==> config.mk <==
export PLATFORM = sky130hd
export DESIGN_NAME = cache_line_ctrl
export DESIGN_NICKNAME = d
export VERILOG_FILES = /design/src/rtl/cache_line_ctrl.sv
export SDC_FILE = /design/constraint.sdc
export NUM_CORES = 1
export LEC_CHECK = 0
export CORE_AREA = 2 2 207 209
export CTS_CLUSTER_DIAMETER = 60
export DETAILED_ROUTE_END_ITERATION = 16
export DIE_AREA = 0 0 209 211
export SYNTH_ARGS = -nofsm -noshare
export SYNTH_HDL_FRONTEND = slang
export SYNTH_SLANG_ARGS = --single-unit
==> constraint.sdc <==
create_clock -name clk -period 6.8 [get_ports clk]
set_input_delay 2.04 -clock clk [delete_from_list [all_inputs] [get_ports clk]]
set_output_delay 2.04 -clock clk [all_outputs]
set_load 0.02 [all_outputs]
==> src/rtl/cache_line_ctrl.sv <==
`default_nettype none
// ============================================================================
//  Module   : cache_line_ctrl
//  Purpose  : Refill sequencer and memory-port arbiter for a bank of cache lines.
//  Revision : 1.0 - initial release
// ============================================================================

module cache_line_ctrl #(
    parameter int NLINES   = 4,
    parameter int IDXBITS  = 2,
    parameter int ADDRBITS = 32,
    parameter int DATABITS = 32,
    parameter int LSBBITS  = 7,
    parameter int TTLBITS  = 8
) (
    input  logic                         clk,
    input  logic                         reset_n,

    input  logic                         miss_valid,
    input  logic [ADDRBITS-1:0]          miss_addr,
    output logic                         miss_busy,
    output logic                         miss_done,

    input  logic [NLINES-1:0]            line_miss,
    input  logic [NLINES-1:0]            line_dirty,
    input  logic [NLINES-1:0]            line_ready,
    input  logic [NLINES*TTLBITS-1:0]    line_ttl,
    output logic [NLINES-1:0]            line_flush,
    output logic [NLINES-1:0]            line_fill,
    output logic [NLINES-1:0]            line_pause,
    output logic [ADDRBITS-1:0]          new_region,

    input  logic [NLINES*ADDRBITS-1:0]   line_mem_addr,
    input  logic [NLINES*DATABITS-1:0]   line_mem_out,
    input  logic [NLINES-1:0]            line_mem_rdreq,
    input  logic [NLINES-1:0]            line_mem_wrreq,
    output logic [DATABITS-1:0]          line_mem_in,
    output logic [NLINES-1:0]            line_mem_in_valid,

    output logic [ADDRBITS-1:0]          mem_addr,
    output logic [DATABITS-1:0]          mem_out,
    output logic                         mem_rdreq,
    output logic                         mem_wrreq,
    input  logic [DATABITS-1:0]          mem_in,
    input  logic                         mem_in_valid,
    input  logic                         mem_pause
);

    typedef enum logic [2:0] {
        S_IDLE       = 3'd0,
        S_SELECT     = 3'd1,
        S_ISSUE      = 3'd2,
        S_WAIT_BUSY  = 3'd3,
        S_WAIT_READY = 3'd4,
        S_DONE       = 3'd5
    } state_t;

    state_t                r_state;
    logic [IDXBITS-1:0]    r_victim;
    logic [NLINES-1:0]     r_fill;
    logic [NLINES-1:0]     r_flush;
    logic                  r_done;
    logic                  r_busy;
    logic [ADDRBITS-1:0]   r_new_region;

    logic [IDXBITS-1:0]    w_min_idx;
    logic [TTLBITS-1:0]    w_min_ttl;
    logic [NLINES-1:0]     w_min_onehot;
    logic [NLINES-1:0]     w_victim_onehot;
    logic                  w_active;
    logic                  w_start;
    logic                  w_victim_ready;
    logic                  w_unused;

    // Victim search: strict less-than keeps the lowest index on TTL ties.
    always_comb begin
        w_min_idx = '0;
        w_min_ttl = line_ttl[TTLBITS-1:0];
        for (int i = 1; i < NLINES; i++) begin
            if (line_ttl[i*TTLBITS +: TTLBITS] < w_min_ttl) begin
                w_min_ttl = line_ttl[i*TTLBITS +: TTLBITS];
                w_min_idx = IDXBITS'(i);
            end
        end
    end

    generate
        for (genvar g = 0; g < NLINES; g++) begin : g_line
            assign w_min_onehot[g]      = (w_min_idx == IDXBITS'(g));
            assign w_victim_onehot[g]   = (r_victim  == IDXBITS'(g));
            assign line_pause[g]        = w_victim_onehot[g] & w_active & mem_pause;
            assign line_mem_in_valid[g] = w_victim_onehot[g] & w_active & mem_in_valid;
        end
    endgenerate

    assign w_active       = (r_state != S_IDLE);
    assign w_start        = miss_valid & (&line_miss) & (&line_ready);
    assign w_victim_ready = line_ready[r_victim];
    assign w_unused       = &{1'b0, miss_addr[LSBBITS-1:0]};

    always_ff @(posedge clk or negedge reset_n) begin
        if (!reset_n) begin
            r_state      <= S_IDLE;
            r_victim     <= '0;
            r_fill       <= '0;
            r_flush      <= '0;
            r_done       <= 1'b0;
            r_busy       <= 1'b0;
            r_new_region <= '0;
        end else begin
            r_fill  <= '0;
            r_flush <= '0;
            r_done  <= 1'b0;
            case (r_state)
                S_IDLE: begin
                    if (w_start) begin
                        r_state      <= S_SELECT;
                        r_busy       <= 1'b1;
                        r_new_region <= {miss_addr[ADDRBITS-1:LSBBITS], {LSBBITS{1'b0}}};
                    end
                end
                S_SELECT: begin
                    // Commands are loaded here so they appear exactly during ISSUE.
                    r_victim <= w_min_idx;
                    r_fill   <= w_min_onehot;
                    r_flush  <= w_min_onehot & {NLINES{line_dirty[w_min_idx]}};
                    r_state  <= S_ISSUE;
                end
                S_ISSUE: begin
                    r_state <= S_WAIT_BUSY;
                end
                S_WAIT_BUSY: begin
                    if (!w_victim_ready) begin
                        r_state <= S_WAIT_READY;
                    end
                end
                S_WAIT_READY: begin
                    if (w_victim_ready) begin
                        r_state <= S_DONE;
                        r_done  <= 1'b1;
                    end
                end
                S_DONE: begin
                    r_state <= S_IDLE;
                    r_busy  <= 1'b0;
                end
                default: begin
                    r_state <= S_IDLE;
                    r_busy  <= 1'b0;
                end
            endcase
        end
    end

    assign miss_busy  = r_busy;
    assign miss_done  = r_done;
    assign line_fill  = r_fill;
    assign line_flush = r_flush;
    assign new_region = r_new_region;

    // Only the victim's bus reaches memory, and nothing does while idle.
    assign mem_addr    = w_active ? line_mem_addr[r_victim*ADDRBITS +: ADDRBITS] : '0;
    assign mem_out     = w_active ? line_mem_out[r_victim*DATABITS +: DATABITS]  : '0;
    assign mem_rdreq   = w_active & line_mem_rdreq[r_victim];
    assign mem_wrreq   = w_active & line_mem_wrreq[r_victim];
    assign line_mem_in = mem_in;

    a_cmd_onehot: assert property (@(posedge clk) disable iff (!reset_n)
                                   $onehot0(line_fill | line_flush));

endmodule

`default_nettype wire

== Word level (Yosys, flattened, before mapping) ==
Cells that the tools add are included.

* Magnitude comparators: 5
* Equal/unequal tests: 13
* Shift-type cells: 2
* Mux-type cells: 25
* Bitwise gates (word level): 18
* Reductions and logical operators: 10

{| class="wikitable"
|+ Operators with widths
! operator !! number
|-
| variable part select 128 x 8 -> 32 bit || 2
|-
| two-way mux 32 bit || 2
|-
| less-than comparator 8 bit || 3
|-
| bitwise AND 1 bit || 16
|-
| two-way mux 8 bit || 2
|-
| case mux 3 bit (5 select lines) || 1
|-
| two-way mux 3 bit || 3
|-
| binary-select mux 1 bit (select 2 bit) || 4
|-
| == test 2 bit (second input constant) || 4
|-
| two-way mux 1 bit || 8
|-
| two-way mux 4 bit || 2
|-
| AND reduction 4 bit || 2
|-
| == test 3 x 2 -> 1 bit (second input constant) || 2
|-
| less-than comparator 2 x 3 -> 1 bit (second input constant) || 2
|-
| != test 2 bit (second input constant) || 3
|-
| bitwise AND 4 bit || 1
|-
| == test 2 x 1 -> 1 bit (second input constant) || 2
|-
| zero test 2 bit || 2
|-
| two-way mux 2 bit || 2
|-
| AND reduction 2 bit || 2
|-
| OR reduction 4 bit || 1
|-
| == test 3 x 1 -> 1 bit (second input constant) || 1
|-
| == test 3 bit (second input constant) || 1
|-
| zero test 3 bit || 1
|-
| other kinds (4) || 4
|}

* Flip-flop bits (word level): 40
* Input port bits: 377
* Output and inout port bits: 148
* Logic and storage cells: 80

== Depth between registers and ports, before layout ==
Gate-level depths: netlist of the first run.

* Depth after elaboration: 10
* Gate-level depth with buffers: 21
* Mapped depth without buffers: 19

== Least setup slack after synthesis of the first run ==
OpenSTA, ideal clock, no wires.

* Path type: input to register
* Start point: input port line_ttl[1]
* End point: register r_flush[1], in the netlist line_flush[1]
* Setup time: 0.120 ns
* Arrival time: 5.921 ns
* Data required time: 6.680 ns
* Path slack: 0.759 ns
* Stages: 20
* Buffers on the path: 2
* Cell sequence: inv_1 -> ha_1 -> a2111o_1 -> a21oi_4 -> buf_2 -> mux2i_1 -> ha_1 -> o21ai_0 -> a211o_1 -> o21ai_0 -> buf_2 -> o21a_4 -> o21ai_1 -> ha_1 -> a21o_1 -> a21oi_1 -> o221ai_1 -> o21a_1 -> o21ba_2 -> and3_1

* Word-level cells in the longest chain between the ends: 10
* Elaborated cells on any way between the ends: 13
* Classes of those cells: 3 x order compare; 1 x eq/ne; 8 x mux; 1 x bitwise

{| class="wikitable"
|+ Ends and longest elaborated chain
! element !! line !! RTL
|-
| from (decl) || 27 || <nowiki>input logic [NLINES*TTLBITS-1:0] line_ttl,</nowiki>
|-
| less-than comparator 8 bit || 80 || <nowiki>if (line_ttl[i*TTLBITS +: TTLBITS] < w_min_ttl) begin</nowiki>
|-
| two-way mux 8 bit || 80 ||
|-
| less-than comparator 8 bit || 80 ||
|-
| two-way mux 8 bit || 80 ||
|-
| less-than comparator 8 bit || 80 ||
|-
| two-way mux 2 bit (*) || 80 ||
|-
| binary-select mux 1 bit (select 2 bit) || 126 || <nowiki>r_flush <= w_min_onehot & {NLINES{line_dirty[w_min_idx]}};</nowiki>
|-
| two-way mux 1 bit (not written as such) || 126 ||
|-
| bitwise AND 4 bit (*) || 126 ||
|-
| two-way mux 4 bit (*) || 114 || <nowiki>case (r_state)</nowiki>
|-
| to (signal assigned) || 126 ||
|-
| to (decl) || 61 || <nowiki>logic [NLINES-1:0] r_flush;</nowiki>
|}

Mark *: on every way between the ends. The rest lies on a longest branch, timed or not. The select of a mux whose other input is x is not followed.
A chain may end at the register's enable or synchronous reset.

== Worst setup path in the final report of the first run ==
* Start point: input port line_ttl[1]
* End point: register r_flush[3], in the netlist line_flush[3]

Same word-level chain as after synthesis.

==> run summary, run 1 <==
Worst min-delay path endpoint: new_region[16]. Setup repair after global routing left no endpoint under its margin. Cell area after synthesis: 4684 µm². The maximum cell stage delay along the critical path works out to 0.49 ns. The sequential cell area is 1008 µm². The count of nets after finishing is 1230, and the leakage power is 3.725 nW. The tool flagged a number of max-cap violations equal to 0.

The worst-margin pin slew came out at 1.131 ns. For flop-to-flop paths, the worst setup slack is 4.53 ns. The routed layout has 5178 vias.

Fill cells in the final layout number 4466. The count of unique library cells instantiated by Yosys came out at 44. After synthesis, the mean cell area works out to 11.07 µm².

The first global-routing pass estimated 35.81 mm of wire. Prior to clock tree synthesis, the placed netlist has a worst setup slack of -0.02741 ns. Measured along the x axis, the die boundary spans 209 µm. After layout, the minimum clock period comes to 6.453 ns. The clock-pin transition on the worst setup and hold timing paths is 0.05 ns.

Most used flip-flop cell after synthesis: sky130_fd_sc_hd__dfrtp_1. Leaving out fill and tap cells, the most frequent cells in the layout are sky130_fd_sc_hd__clkdlybuf4s50_1 (445), sky130_fd_sc_hd__and2_1 (69), sky130_fd_sc_hd__mux4_2 (67), sky130_fd_sc_hd__dfrtp_1 (38), sky130_fd_sc_hd__mux2_2 (25). The number of gates resized after CTS was 0. The type of element capturing the critical path is a flip-flop. The run gives 11.22% as the effective utilization at floorplan. The share of cells above drive strength 1 was 15.87%; the detail-routed via count per cell was 3.777. The logs give 423 for the number of instances in the synthesized netlist and 0.7757 for the final weighted congestion of routability-driven global placement. The floorplan has 75 rows.

The peak fanout along the critical path was 10; the clock latency reported for the late side of the worst-skew pair was 0.28 ns. The global-route usage over all layers was 10.96%; the wire length reported by the detailed router was 25.95 mm. The setup fix buffers added after clock tree synthesis came out at 0. The run gives 0 as the count of pins over their slew limit.

At the end of the flow the core is filled with cells to 23.35%. The startpoint identified for the worst register-to-register timing path is r_victim[0]. For the core box area, the log shows 41760 µm². The detail route stage leaves a number of antenna-violating nets equal to 0.

The die is 211 µm tall. The run gives 2 as the total number of H-tree levels. In the post-route analysis, the smallest setup slack over all paths is 0.3469 ns.

Port buffering added 446 buffers. The startpoint type of the worst setup path is an input port. The cell sitting at the root of the clock tree is a sky130_fd_sc_hd__clkbuf_16.

Power density over the cells: 282.2 nW/µm². The via count of the first global-routing pass was 5371; the arrival time of data at the critical path endpoint was 6.66 ns. For the maximum buffer depth of the clock tree, the log shows 2. The endpoint identified for the worst register-to-register timing path is r_state[0]. Among the stages of the critical path, the cell type that occurs most often is sky130_fd_sc_hd__buf_4. For the area used by multi-input combinational logic, the log shows 3252 µm². The worst hold slack after final layout is 0.5031 ns. The number of antenna diodes in the final layout is 0. The worst slew margin relative to its limit is 24.44%. In this run the most critical hold path is launched from new_region[16]. Data on the critical path is required at its endpoint by 7.01 ns. The count of flip-flops with a built-in enable after synthesis was 0. The largest net degree at the start of global routing was 69. TritonCTS built the clock tree. Setup violations remaining at the end of the flow were counted as 0. The critical path in this run is classified as in -> reg.

Counting every sink on the clock net gives 40. The peak supply drop is 0.1314 mV. For this run, design rule violations remaining after detail routing come to 0. Class of the worst hold path: reg -> reg. The first detailed-routing pass took 4 iterations. The average routed wire per standard cell is 18.93 µm, and the sum of overflow across all layers after global routing is 0. The cell type of the slowest stage on the worst timing path was sky130_fd_sc_hd__clkdlybuf4s50_1.

The area growth from synthesis to final layout was 108.1%. The share of the clock period used by the worst path after layout was 94.90%; the share of flip-flops with an asynchronous set or reset after synthesis was 100.0%. After clock tree synthesis, the flow added hold-fix buffers numbering 0.

Counting the buffers created by CTS gives 5. The final hold violation count was 0; the initial antenna violation count was 7. Die footprint: 44100 µm². The run gives 22.40 mm as the half-perimeter wire length after placement. The critical path goes through clkdlybuf4s50_1 -> inv_1 -> ha_1 -> a2111o_1 -> a21oi_4 -> buf_4 -> mux2i_1 -> ha_1 -> o21ai_0 -> a211o_1 -> o21ai_1 -> buf_4 -> o211ai_1 -> o21ai_1 -> ha_1 -> a21o_1 -> a21oi_1 -> o221ai_1 -> buf_4 -> nor3_1 -> buf_4 -> and3_1.

The worst reg2reg path depth is 5. Based on the critical path, the design can be clocked at up to 0.1550 GHz. The number of cells on the worst hold path works out to 1. The flow ran to the end, and the final reports show no timing, DRC or antenna violations. Between clock sinks in the finished design, the worst skew comes to 0.004650 ns.

The tools report the share of the yosys chip area belonging to registers as 21.37%. Leaving out fill and tap cells, the most frequent cell in the layout is sky130_fd_sc_hd__clkdlybuf4s50_1. The count of synthesis-stage warnings from yosys was 0. The synthesized design contains 40 register bits. For this design the top-level I/O count stands at 525. In this run, the number of DRC markers left after iteration 0 of detailed routing was 329.
## kinds of logic after synthesis
family | synth area share [%]
muxes | 40.22
AOI/OAI and AO/OA | 7.559
other | 0.08005
and+or+nand+nor | 15.20
adders and majority gates | 5.609
DFF | 21.37
buffers and inverters | 9.963
## cell type report
class / count / area share, %
Clock buffer: 7 / 1.566
Inverter: 13 / 0.5004
Sequential cell: 40 / 10.34
Multi-Input combinational cell: 307 / 33.35
Timing Repair Buffer: 465 / 47.32
Tap cell: 539 / 6.916
## metal layers
layer,share of wire [%],up-vias,GRT usage [%]
met2,52,279,20.41
met4,1.3,6,1.724
li1,-,2362,-
met5,0.15,-,0
met3,7.4,32,2.349
met1,39,2499,13.06
## worst max-delay path by stage
stage	start	slack, ns	to	cells past startpoint
after floorplan	line_ttl[1]	0.76	line_flush[1]	20
after global placement	line_ttl[1]	0.03	line_flush[3]	22
after detailed placement	line_ttl[1]	-0.03	line_flush[3]	22
after CTS	line_ttl[1]	0.26	line_flush[3]	22
after global routing	line_ttl[7]	0.03	line_flush[3]	23
final	line_ttl[1]	0.35	line_flush[3]	22
## power breakdown
group,switching [mW],internal [mW]
sequential,0.145,0.267
combinational,0.947,1.15
clock,0.0861,0.154
## sequential cells by signal, summed over array words and instances (netlist names)
register and count:
line_fill 4, line_flush 4, miss_busy 1, miss_done 1
new_region 25, r_state 3, r_victim 2
## cells in the mapped netlist, types with 2 or more instances
cell type	instances	area, µm²
sky130_fd_sc_hd__and2_1	69	431.7
sky130_fd_sc_hd__mux4_2	67	1509
sky130_fd_sc_hd__dfrtp_1	40	1001
sky130_fd_sc_hd__buf_4	39	292.8
sky130_fd_sc_hd__mux2_2	25	281.5
sky130_fd_sc_hd__ha_1	21	262.8
sky130_fd_sc_hd__clkbuf_1	19	71.32
sky130_fd_sc_hd__nor2_1	15	56.30
sky130_fd_sc_hd__inv_1	13	48.80
sky130_fd_sc_hd__nand2_1	13	48.80
sky130_fd_sc_hd__a21oi_1	12	60.06
sky130_fd_sc_hd__buf_2	10	50.05
sky130_fd_sc_hd__o21ai_0	10	50.05
sky130_fd_sc_hd__mux2i_1	8	80.08
sky130_fd_sc_hd__o211ai_1	8	60.06
sky130_fd_sc_hd__nor3_1	7	35.03
sky130_fd_sc_hd__o21ai_1	7	35.03
sky130_fd_sc_hd__nand2b_1	4	25.02
sky130_fd_sc_hd__nand4_1	4	25.02
sky130_fd_sc_hd__a21o_1	3	22.52
sky130_fd_sc_hd__and3_1	3	18.77
sky130_fd_sc_hd__a211o_1	2	17.52
sky130_fd_sc_hd__nor2b_1	2	12.51
sky130_fd_sc_hd__o21a_1	2	15.01
## per-stage QoR
stage | instances | setup TNS (ns) | instance area [µm²] | power [mW]
floorplan | 429 | 0 | 4707 | 1.516
global placement | 1364 | 0 | 9587 | 2.543
detailed placement | 1364 | -0.03744 | 9587 | 2.546
CTS | 1371 | 0 | 9739 | 2.805
global route | 1371 | 0 | 9751 | 2.914
finish | 1371 | 0 | 9751 | 2.752
## worst max-delay path, delay by kind of cell
kind	cells	cell delay, ns
and+or+nand+nor	2	0.35
buffers and inverters	6	1.23
muxes	1	0.26
adders and majority gates	3	0.76
AOI/OAI and AO/OA	10	2.04
Note: power is estimated with default switching activity, not from simulation.
==> run 2: changes to the inputs <==
--- a/config.mk
+++ b/config.mk
@@ -9,6 +9,7 @@
 export CTS_CLUSTER_DIAMETER = 60
 export DETAILED_ROUTE_END_ITERATION = 16
 export DIE_AREA = 0 0 209 211
+export SETUP_SLACK_MARGIN = 0.15
 export SYNTH_ARGS = -nofsm -noshare
 export SYNTH_HDL_FRONTEND = slang
 export SYNTH_SLANG_ARGS = --single-unit
==> run 2 against run 1 <==
  * Critical path depth fell by 1
  * Flip-flop and latch count did not move
  * Clock-buffer cell count did not move
  * Critical endpoint unchanged
  * Largest power group unchanged
==> run summary, run 2 (synthesized netlist as in run 1, its figures left out) <==
The run finished with clean final reports. The DRC violation count after routing is 0 (unchanged). The die height came out at 211 µm (unchanged). The global-route usage over all layers is 10.96% (unchanged), and the CTS sink count is 40 (unchanged).

The share of the clock period used by the worst path after layout was 93.56% (-1.3 points); the placement-stage worst setup slack was -0.02741 ns (unchanged). The tools report the routed via count as 5187 (+0.17%). First-pass GRT wire length: 35.81 mm (unchanged). The final standard cell count with taps included and fillers excluded was 1371 (unchanged).

For the net switching power of the design, the log shows 1.179 mW (+0.14%). The run gives 4465 (-0.022%) as the number of fillers in the final layout. The logs give 525 (unchanged) for the boundary pin count and 1.577 mW (+0.14%) for the design internal power. CTS buffer count: 5 (unchanged). The type of element capturing the critical path is a flip-flop. Residual antenna-violating net count after detailed routing: 0 (unchanged).

The first-iteration detailed-routing DRC count is 310 (-5.8%), and the power density over the cells is 282.1 nW/µm² (about the same). The tools report the count of TritonRoute iterations in the first routing pass as 4 (unchanged). The met1 routed wirelength after detailed routing was 10.19 mm (+0.18%).

The tools report the startpoint type of the worst setup path as an input port. The sum of overflow across all layers after global routing is 0 (unchanged), and the setup fix buffers added after clock tree synthesis is 0 (unchanged). The switching portion of total power works out to 42.78% (about the same). The min-delay analysis places its worst path in the category reg -> reg. The logs give 1.920 mm (+0.47%) for the detailed route wirelength on metal3 and 75 (unchanged) for the cell row count. The average routed wire per standard cell works out to 18.95 µm (+0.11%).

The effective utilization at floorplan came out at 11.22% (unchanged). The run gives 0.28 ns (about the same) as the clock latency reported for the late side of the worst-skew pair. For the via count of the first global-routing pass, the log shows 5371 (unchanged).

The die footprint came out at 44100 µm² (unchanged). The logs give 69 (unchanged) for the largest net degree at the start of global routing and 9768 µm² (+0.18%) for the final instance area. The maximum buffer depth of the clock tree is 2 (unchanged). The detail-routed via count per cell is 3.783 (+0.17%), and the time the final worst path needs with I/O delays and setup is 6.362 ns (-0.09090 ns).

Peak fanout along the critical path: 6 (-4). Minimum setup slack in the final design: 0.4378 ns (+0.09090 ns). The initial antenna violation count came out at 7 (unchanged).

The area after detailed placement is 9587 µm² (unchanged), and the combinational fraction of design power is 76.3% (about the same). The logs give 0 ns (unchanged) for the total negative slack for setup checks and 0.7757 (unchanged) for the final weighted congestion of routability-driven global placement. Setup repair after global routing left no endpoint under its margin. The total power of the final layout came out at 2.756 mW (+0.14%). The worst reg2reg path depth came out at 5 (unchanged). The number of flip-flops in the largest register was 25 (unchanged); the peak clock frequency supported by timing was 0.1572 GHz (+1.4%). The tools report the count of nets after finishing as 1230 (unchanged).

The tools report the sequential group share of total power as 15.0% (about the same). Wire length reported by the detailed router: 25.98 mm (+0.11%). Overall die width: 209 µm (unchanged). Part of the power in the clock network: 8.7% (about the same). The total number of H-tree levels is 2 (unchanged), and the routed length on met2 is 13.49 mm (about the same). For the total setup violations reported at the end of the flow, the log shows 0 (unchanged). The share of cells above drive strength 1 works out to 16.35% (+0.48 points). The antenna diode instance count was 0 (unchanged). TritonCTS built the clock tree. The number of cells on the worst hold path is 1 (unchanged).

The clock-pin transition on the worst setup and hold timing paths was 0.05 ns (about the same). The half-perimeter wire length after placement came out at 22.40 mm (unchanged). For the number of maximum-capacitance constraint violations, the log shows 0 (unchanged). The final hold violation count is 0 (unchanged). The logs give 24.28% (-0.16 points) for the worst slew margin relative to its limit and 1364 (unchanged) for the number of placed instances, taps included. Highest routed metal layer: met5. The root buffer cell chosen for the clock tree is sky130_fd_sc_hd__clkbuf_16.

The tools report the worst clock skew as 0.004650 ns (unchanged). The leakage power came out at 3.723 nW (about the same). Compared with the post-synthesis result, the final layout area differs by 108.5%. The critical path required time came out at 7.01 ns (about the same).

The count of buffers inserted at the top-level ports came out at 446 (unchanged). The core box area is 41760 µm² (unchanged), and the peak supply drop is 0.1322 mV (+0.61%). The count of pins over their slew limit was 0 (unchanged); the worst-margin pin slew was 1.133 ns (+0.002383 ns). For the arrival time of data at the critical path endpoint, the log shows 6.57 ns (-0.09 ns). Leaving out fill and tap cells, the most frequent cell in the layout is sky130_fd_sc_hd__clkdlybuf4s50_1. Leaving out fill and tap cells, the most frequent cells in the layout are sky130_fd_sc_hd__clkdlybuf4s50_1 (445), sky130_fd_sc_hd__and2_1 (69), sky130_fd_sc_hd__mux4_2 (67), sky130_fd_sc_hd__dfrtp_1 (38), sky130_fd_sc_hd__mux2_2 (25). The setup path with the least slack is of type in -> reg.
[run 2: final cells by class]
| cell class | instances | area [µm²] | share of cell area, % |
|---|---|---|---|
| repair buffers | 465 | 4614 | 47.24 |
| multi-input cells | 307 | 3269 | 33.47 |
| flip-flops and latches | 40 | 1008 | 10.32 |
| well taps | 539 | 674.4 | 6.904 |
| clock buffers | 7 | 152.6 | 1.563 |
| inverters | 13 | 48.80 | 0.4996 |
[run 2: path summary, 6_finish.rpt]
kind / to / startpoint / slack (ns)
max: line_flush[3] / line_ttl[1] / 0.44
min: new_region[16] / new_region[16] / 0.50
max reg2reg: r_state[0] / r_victim[0] / 4.53
min reg2reg: new_region[16] / new_region[16] / 0.50
max in group asynchronous: r_victim[0] / reset_n / 4.24
min in group asynchronous: new_region[22] / reset_n / 1.89
[run 2: what timing repair did]
item,in CTS,in global routing
gates resized for setup,0,9
setup endpoints to repair,0,10
hold buffers,0,0
[run 2: power by group through the flow]
stage | logic [mW] | clock network, mW | registers (mW)
3_3_place_gp | 2.12 | 0 | 0.425
5_1_grt | 2.23 | 0.259 | 0.430
2_1_floorplan | 1.22 | 0 | 0.299
6_report | 2.10 | 0.240 | 0.412
3_5_place_dp | 2.12 | 0 | 0.426
4_1_cts | 2.13 | 0.248 | 0.423
[run 2: critical path, stage by stage]
cell	delay [ns]
sky130_fd_sc_hd__clkdlybuf4s50_1	0.49
sky130_fd_sc_hd__inv_1	0.05
sky130_fd_sc_hd__ha_1	0.28
sky130_fd_sc_hd__a2111o_1	0.40
sky130_fd_sc_hd__a21oi_4	0.17
sky130_fd_sc_hd__buf_4	0.19
sky130_fd_sc_hd__mux2i_2	0.25
sky130_fd_sc_hd__ha_1	0.28
sky130_fd_sc_hd__a21oi_1	0.18
sky130_fd_sc_hd__o21a_1	0.18
sky130_fd_sc_hd__nand2_1	0.16
sky130_fd_sc_hd__o21a_4	0.28
sky130_fd_sc_hd__o21ai_1	0.16
sky130_fd_sc_hd__ha_1	0.27
sky130_fd_sc_hd__a21o_1	0.19
sky130_fd_sc_hd__a21oi_2	0.19
sky130_fd_sc_hd__o221ai_2	0.13
sky130_fd_sc_hd__buf_4	0.15
sky130_fd_sc_hd__nor3_1	0.21
sky130_fd_sc_hd__buf_4	0.17
sky130_fd_sc_hd__and3_1	0.14
[run 2: through the flow]
stage,util [%],hold WS [ns]
6_report,23.39,0.5031
3_3_place_gp,22.96,0.4900
5_1_grt,23.39,0.5167
2_1_floorplan,-,0.6023
4_1_cts,23.32,0.5070
3_5_place_dp,22.96,0.4943
[run 2: metal layers]
| layer | vias up | track usage, % |
|---|---|---|
| li1 | 2361 | - |
| met1 | 2515 | 13.06 |
| met2 | 273 | 20.41 |
| met3 | 32 | 2.349 |
| met4 | 6 | 1.724 |
| met5 | - | 0 |
==> run 3: changes to the inputs <==
--- a/config.mk
+++ b/config.mk
@@ -9,7 +9,9 @@
 export CTS_CLUSTER_DIAMETER = 60
 export DETAILED_ROUTE_END_ITERATION = 16
 export DIE_AREA = 0 0 209 211
+export GPL_TIMING_DRIVEN = 0
 export SETUP_SLACK_MARGIN = 0.15
 export SYNTH_ARGS = -nofsm -noshare
 export SYNTH_HDL_FRONTEND = slang
 export SYNTH_SLANG_ARGS = --single-unit
+export TNS_END_PERCENT = 1
==> run 3 against run 2 <==
  * Hold slack is essentially flat
  * Clock power grew 9.6%
  * Non-clock buffer count grew 90
  * Critical path type unchanged
==> run summary, run 3 (synthesized netlist as in run 1, its figures left out) <==
The final weighted congestion of routability-driven global placement was 0.7903 (+1.9%). The clock-pin transition on the worst setup and hold timing paths was 0.06 ns (about the same). The worst setup path is of the in -> reg kind.

Most common library cell in the layout ignoring fill and taps: sky130_fd_sc_hd__clkdlybuf4s50_1. The class of the worst hold path is reg -> reg. Average routed wire per standard cell: 19.85 µm (+4.8%).

The peak fanout along the critical path is 6 (unchanged). The number of flip-flops in the largest register is 25 (unchanged), and the total setup violations reported at the end of the flow is 0 (unchanged). The antenna diode instance count was 0 (unchanged).

The share of the clock period used by the worst path after layout works out to 94.17% (+0.61 points). The final core utilization is 25.18% (+1.8 points), and the detail-routed via count per cell is 3.863 (+2.1%). The arrival time of data at the critical path endpoint was 6.55 ns (-0.02 ns).

The first-pass GRT wire length was 39.39 mm (+10%). The worst reg2reg path depth works out to 5 (unchanged). The cell sitting at the root of the clock tree is a sky130_fd_sc_hd__clkbuf_16. The run gives 0.001683 ns (-0.002967 ns) as the worst clock skew.

The beginning of the critical path was line_ttl[3]. The initial antenna violation count came out at 5 (-2). The count of TritonRoute iterations in the first routing pass is 6 (+2), and the area growth from synthesis to final layout is 124.5%.

The CTS buffer count is 5 (unchanged). Setup repair after global routing left no endpoint under its margin. The logs give 0.1201 mV (-9.1%) for the peak supply drop and 0 (unchanged) for the count of pins over their slew limit. The boundary pin count is 525 (unchanged), and the effective utilization at floorplan is 11.22% (unchanged).

The total power of the final layout came out at 2.910 mW (+5.6%). The run gives 0.3965 ns (-0.04126 ns) as the minimum setup slack in the final design. The cell row count is 75 (unchanged). The tools report the worst flop-to-flop path startpoint as r_victim[0].

The logs give 0 ns (unchanged) for the total negative slack for setup checks and 2 (unchanged) for the total number of H-tree levels. The flow ran to the end, and the final reports show no timing, DRC or antenna violations. The time the final worst path needs with I/O delays and setup was 6.403 ns (+0.04126 ns); the share of cells above drive strength 1 was 19.72% (+3.4 points). The half-perimeter wire length after placement was 25.17 mm (+12%); the power density over the cells was 276.7 nW/µm² (-1.9%).

The tools report the area after detailed placement as 10160 µm² (+6.0%). The logs give 4.072 nW (+9.4%) for the leakage power and 320 (+3.2%) for the first-iteration detailed-routing DRC count. The run gives -0.6391 ns (-0.6117 ns) as the placement-stage worst setup slack. The final hold violation count is 0 (unchanged). The number of fillers in the final layout came out at 4452 (-0.29%). The number of hold buffers added after CTS was 0 (unchanged); the CTS sink count was 40 (unchanged). STA classifies the critical path endpoint as a flip-flop.

The die height is 211 µm (unchanged). TritonCTS built the clock tree. Critical path required time: 6.95 ns (-0.06 ns).

STA classifies the critical path startpoint as an input port. The run gives 0 (unchanged) as the sum of overflow across all layers after global routing. The overall die width was 209 µm (unchanged); the largest net degree at the start of global routing was 41 (-41%).

The capturing element of the worst setup path was line_flush[2]. Number of maximum-capacitance constraint violations: 0 (unchanged). The residual antenna-violating net count after detailed routing was 0 (unchanged).

The run gives 17.88% (-6.4 points) as the worst slew margin relative to its limit. The run gives 41760 µm² (unchanged) as the core box area. In the layout the commonest cells are sky130_fd_sc_hd__clkdlybuf4s50_1 (477), sky130_fd_sc_hd__and2_1 (69), sky130_fd_sc_hd__mux4_2 (67), sky130_fd_sc_hd__buf_4 (48), sky130_fd_sc_hd__dfrtp_1 (40). The run gives 44100 µm² (unchanged) as the die footprint.

The tools report the peak clock frequency supported by timing as 0.1562 GHz (-0.64%). The register-to-register path setup slack was 4.26 ns (-0.27 ns). The count of nets after finishing is 1320 (+7.3%), and the count of buffers inserted at the top-level ports is 478 (+7.2%). The run gives 0 (unchanged) as the DRC violation count after routing. For the via count of the first global-routing pass, the log shows 5748 (+7.0%).

The endpoint identified for the worst register-to-register timing path is r_victim[0]. The clock latency reported for the late side of the worst-skew pair was 0.28 ns (about the same); the final instance area was 10520 µm² (+7.7%). The global-route usage over all layers is 12.24% (+1.3 points), and the worst-margin pin slew is 1.232 ns (+0.09851 ns).

The routed via count was 5648 (+8.9%); the wire length reported by the detailed router was 29.02 mm (+12%). The tools report the maximum buffer depth of the clock tree as 2 (unchanged).
## run 3: cell types whose count changed in the layout (fill, tap and decap cells not counted), moves of 8 or more
cell	previous run	this run
sky130_fd_sc_hd__buf_4	18	48
sky130_fd_sc_hd__clkdlybuf4s50_1	445	477
sky130_fd_sc_hd__buf_2	1	9
sky130_fd_sc_hd__clkbuf_1	0	19
## run 3: power by group
| group | total [mW] | leakage (nW) | switching, mW | internal, mW |
|---|---|---|---|---|
| registers | 0.278 | 0.540 | 0.0129 | 0.265 |
| logic | 2.37 | 3.45 | 1.17 | 1.20 |
| clock network | 0.263 | 0.0798 | 0.0909 | 0.172 |
## run 3: metrics by stage
step | instances | hold slack (ns)
after global routing | 1462 | 0.5140
final | 1462 | 0.5036
after global placement | 1446 | 0.4916
after detailed placement | 1446 | 0.4949
after CTS | 1455 | 0.5082
after floorplan | 429 | 0.6023
## run 3: worst min-delay path by stage
stage	from	endpoint	slack (ns)	cells past startpoint
2_1_floorplan	miss_busy	miss_busy	0.60	2
3_3_place_gp	new_region[28]	new_region[28]	0.49	1
3_5_place_dp	new_region[11]	new_region[11]	0.49	1
4_1_cts	new_region[11]	new_region[11]	0.51	1
5_1_grt	new_region[11]	new_region[11]	0.51	1
6_report	new_region[11]	new_region[11]	0.50	1
## run 3: per-layer routing
layer	vias to the layer above	track usage [%]	wire length, µm
met1	2738	14.73	11230
met2	344	23.21	15260
li1	2544	-	-
met5	-	0	0
met3	22	1.977	2145
met4	0	1.749	387
## run 3: area by class of cell
type                            count  area, µm²  share of cell area, %
Timing Repair Buffer              486       4840                  46.02
Multi-Input combinational cell    307       3349                  31.85
Sequential cell                    40       1001                  9.518
Tap cell                          539      674.4                  6.413
Buffer                             69      435.4                  4.140
Clock buffer                        5      125.1                  1.190
Inverter                           13      48.80                 0.4640
Clock inverter                      3      42.54                 0.4045
## run 3: repair_timing
item / in CTS / in global routing
gates resized for setup: 9 / 23
setup buffers: 1 / 7
pin swaps: 2 / 8
gates cloned: 0 / 0
setup endpoints to repair: 10 / 10
## run 3: critical path: stages
cell                              delay, ns
sky130_fd_sc_hd__clkdlybuf4s50_1       0.53
sky130_fd_sc_hd__inv_1                 0.07
sky130_fd_sc_hd__ha_1                  0.21
sky130_fd_sc_hd__a2111o_1              0.43
sky130_fd_sc_hd__a21oi_4               0.18
sky130_fd_sc_hd__buf_12                0.15
sky130_fd_sc_hd__mux2i_4               0.26
sky130_fd_sc_hd__ha_4                  0.24
sky130_fd_sc_hd__a211o_4               0.35
sky130_fd_sc_hd__nor2_2                0.10
sky130_fd_sc_hd__o21ai_2               0.07
sky130_fd_sc_hd__buf_4                 0.16
sky130_fd_sc_hd__buf_4                 0.14
sky130_fd_sc_hd__o211ai_1              0.07
sky130_fd_sc_hd__o21ai_1               0.11
sky130_fd_sc_hd__ha_1                  0.30
sky130_fd_sc_hd__a21o_1                0.19
sky130_fd_sc_hd__a21oi_2               0.19
sky130_fd_sc_hd__o221ai_2              0.17
sky130_fd_sc_hd__o21ai_0               0.51
sky130_fd_sc_hd__nor3b_2               0.08
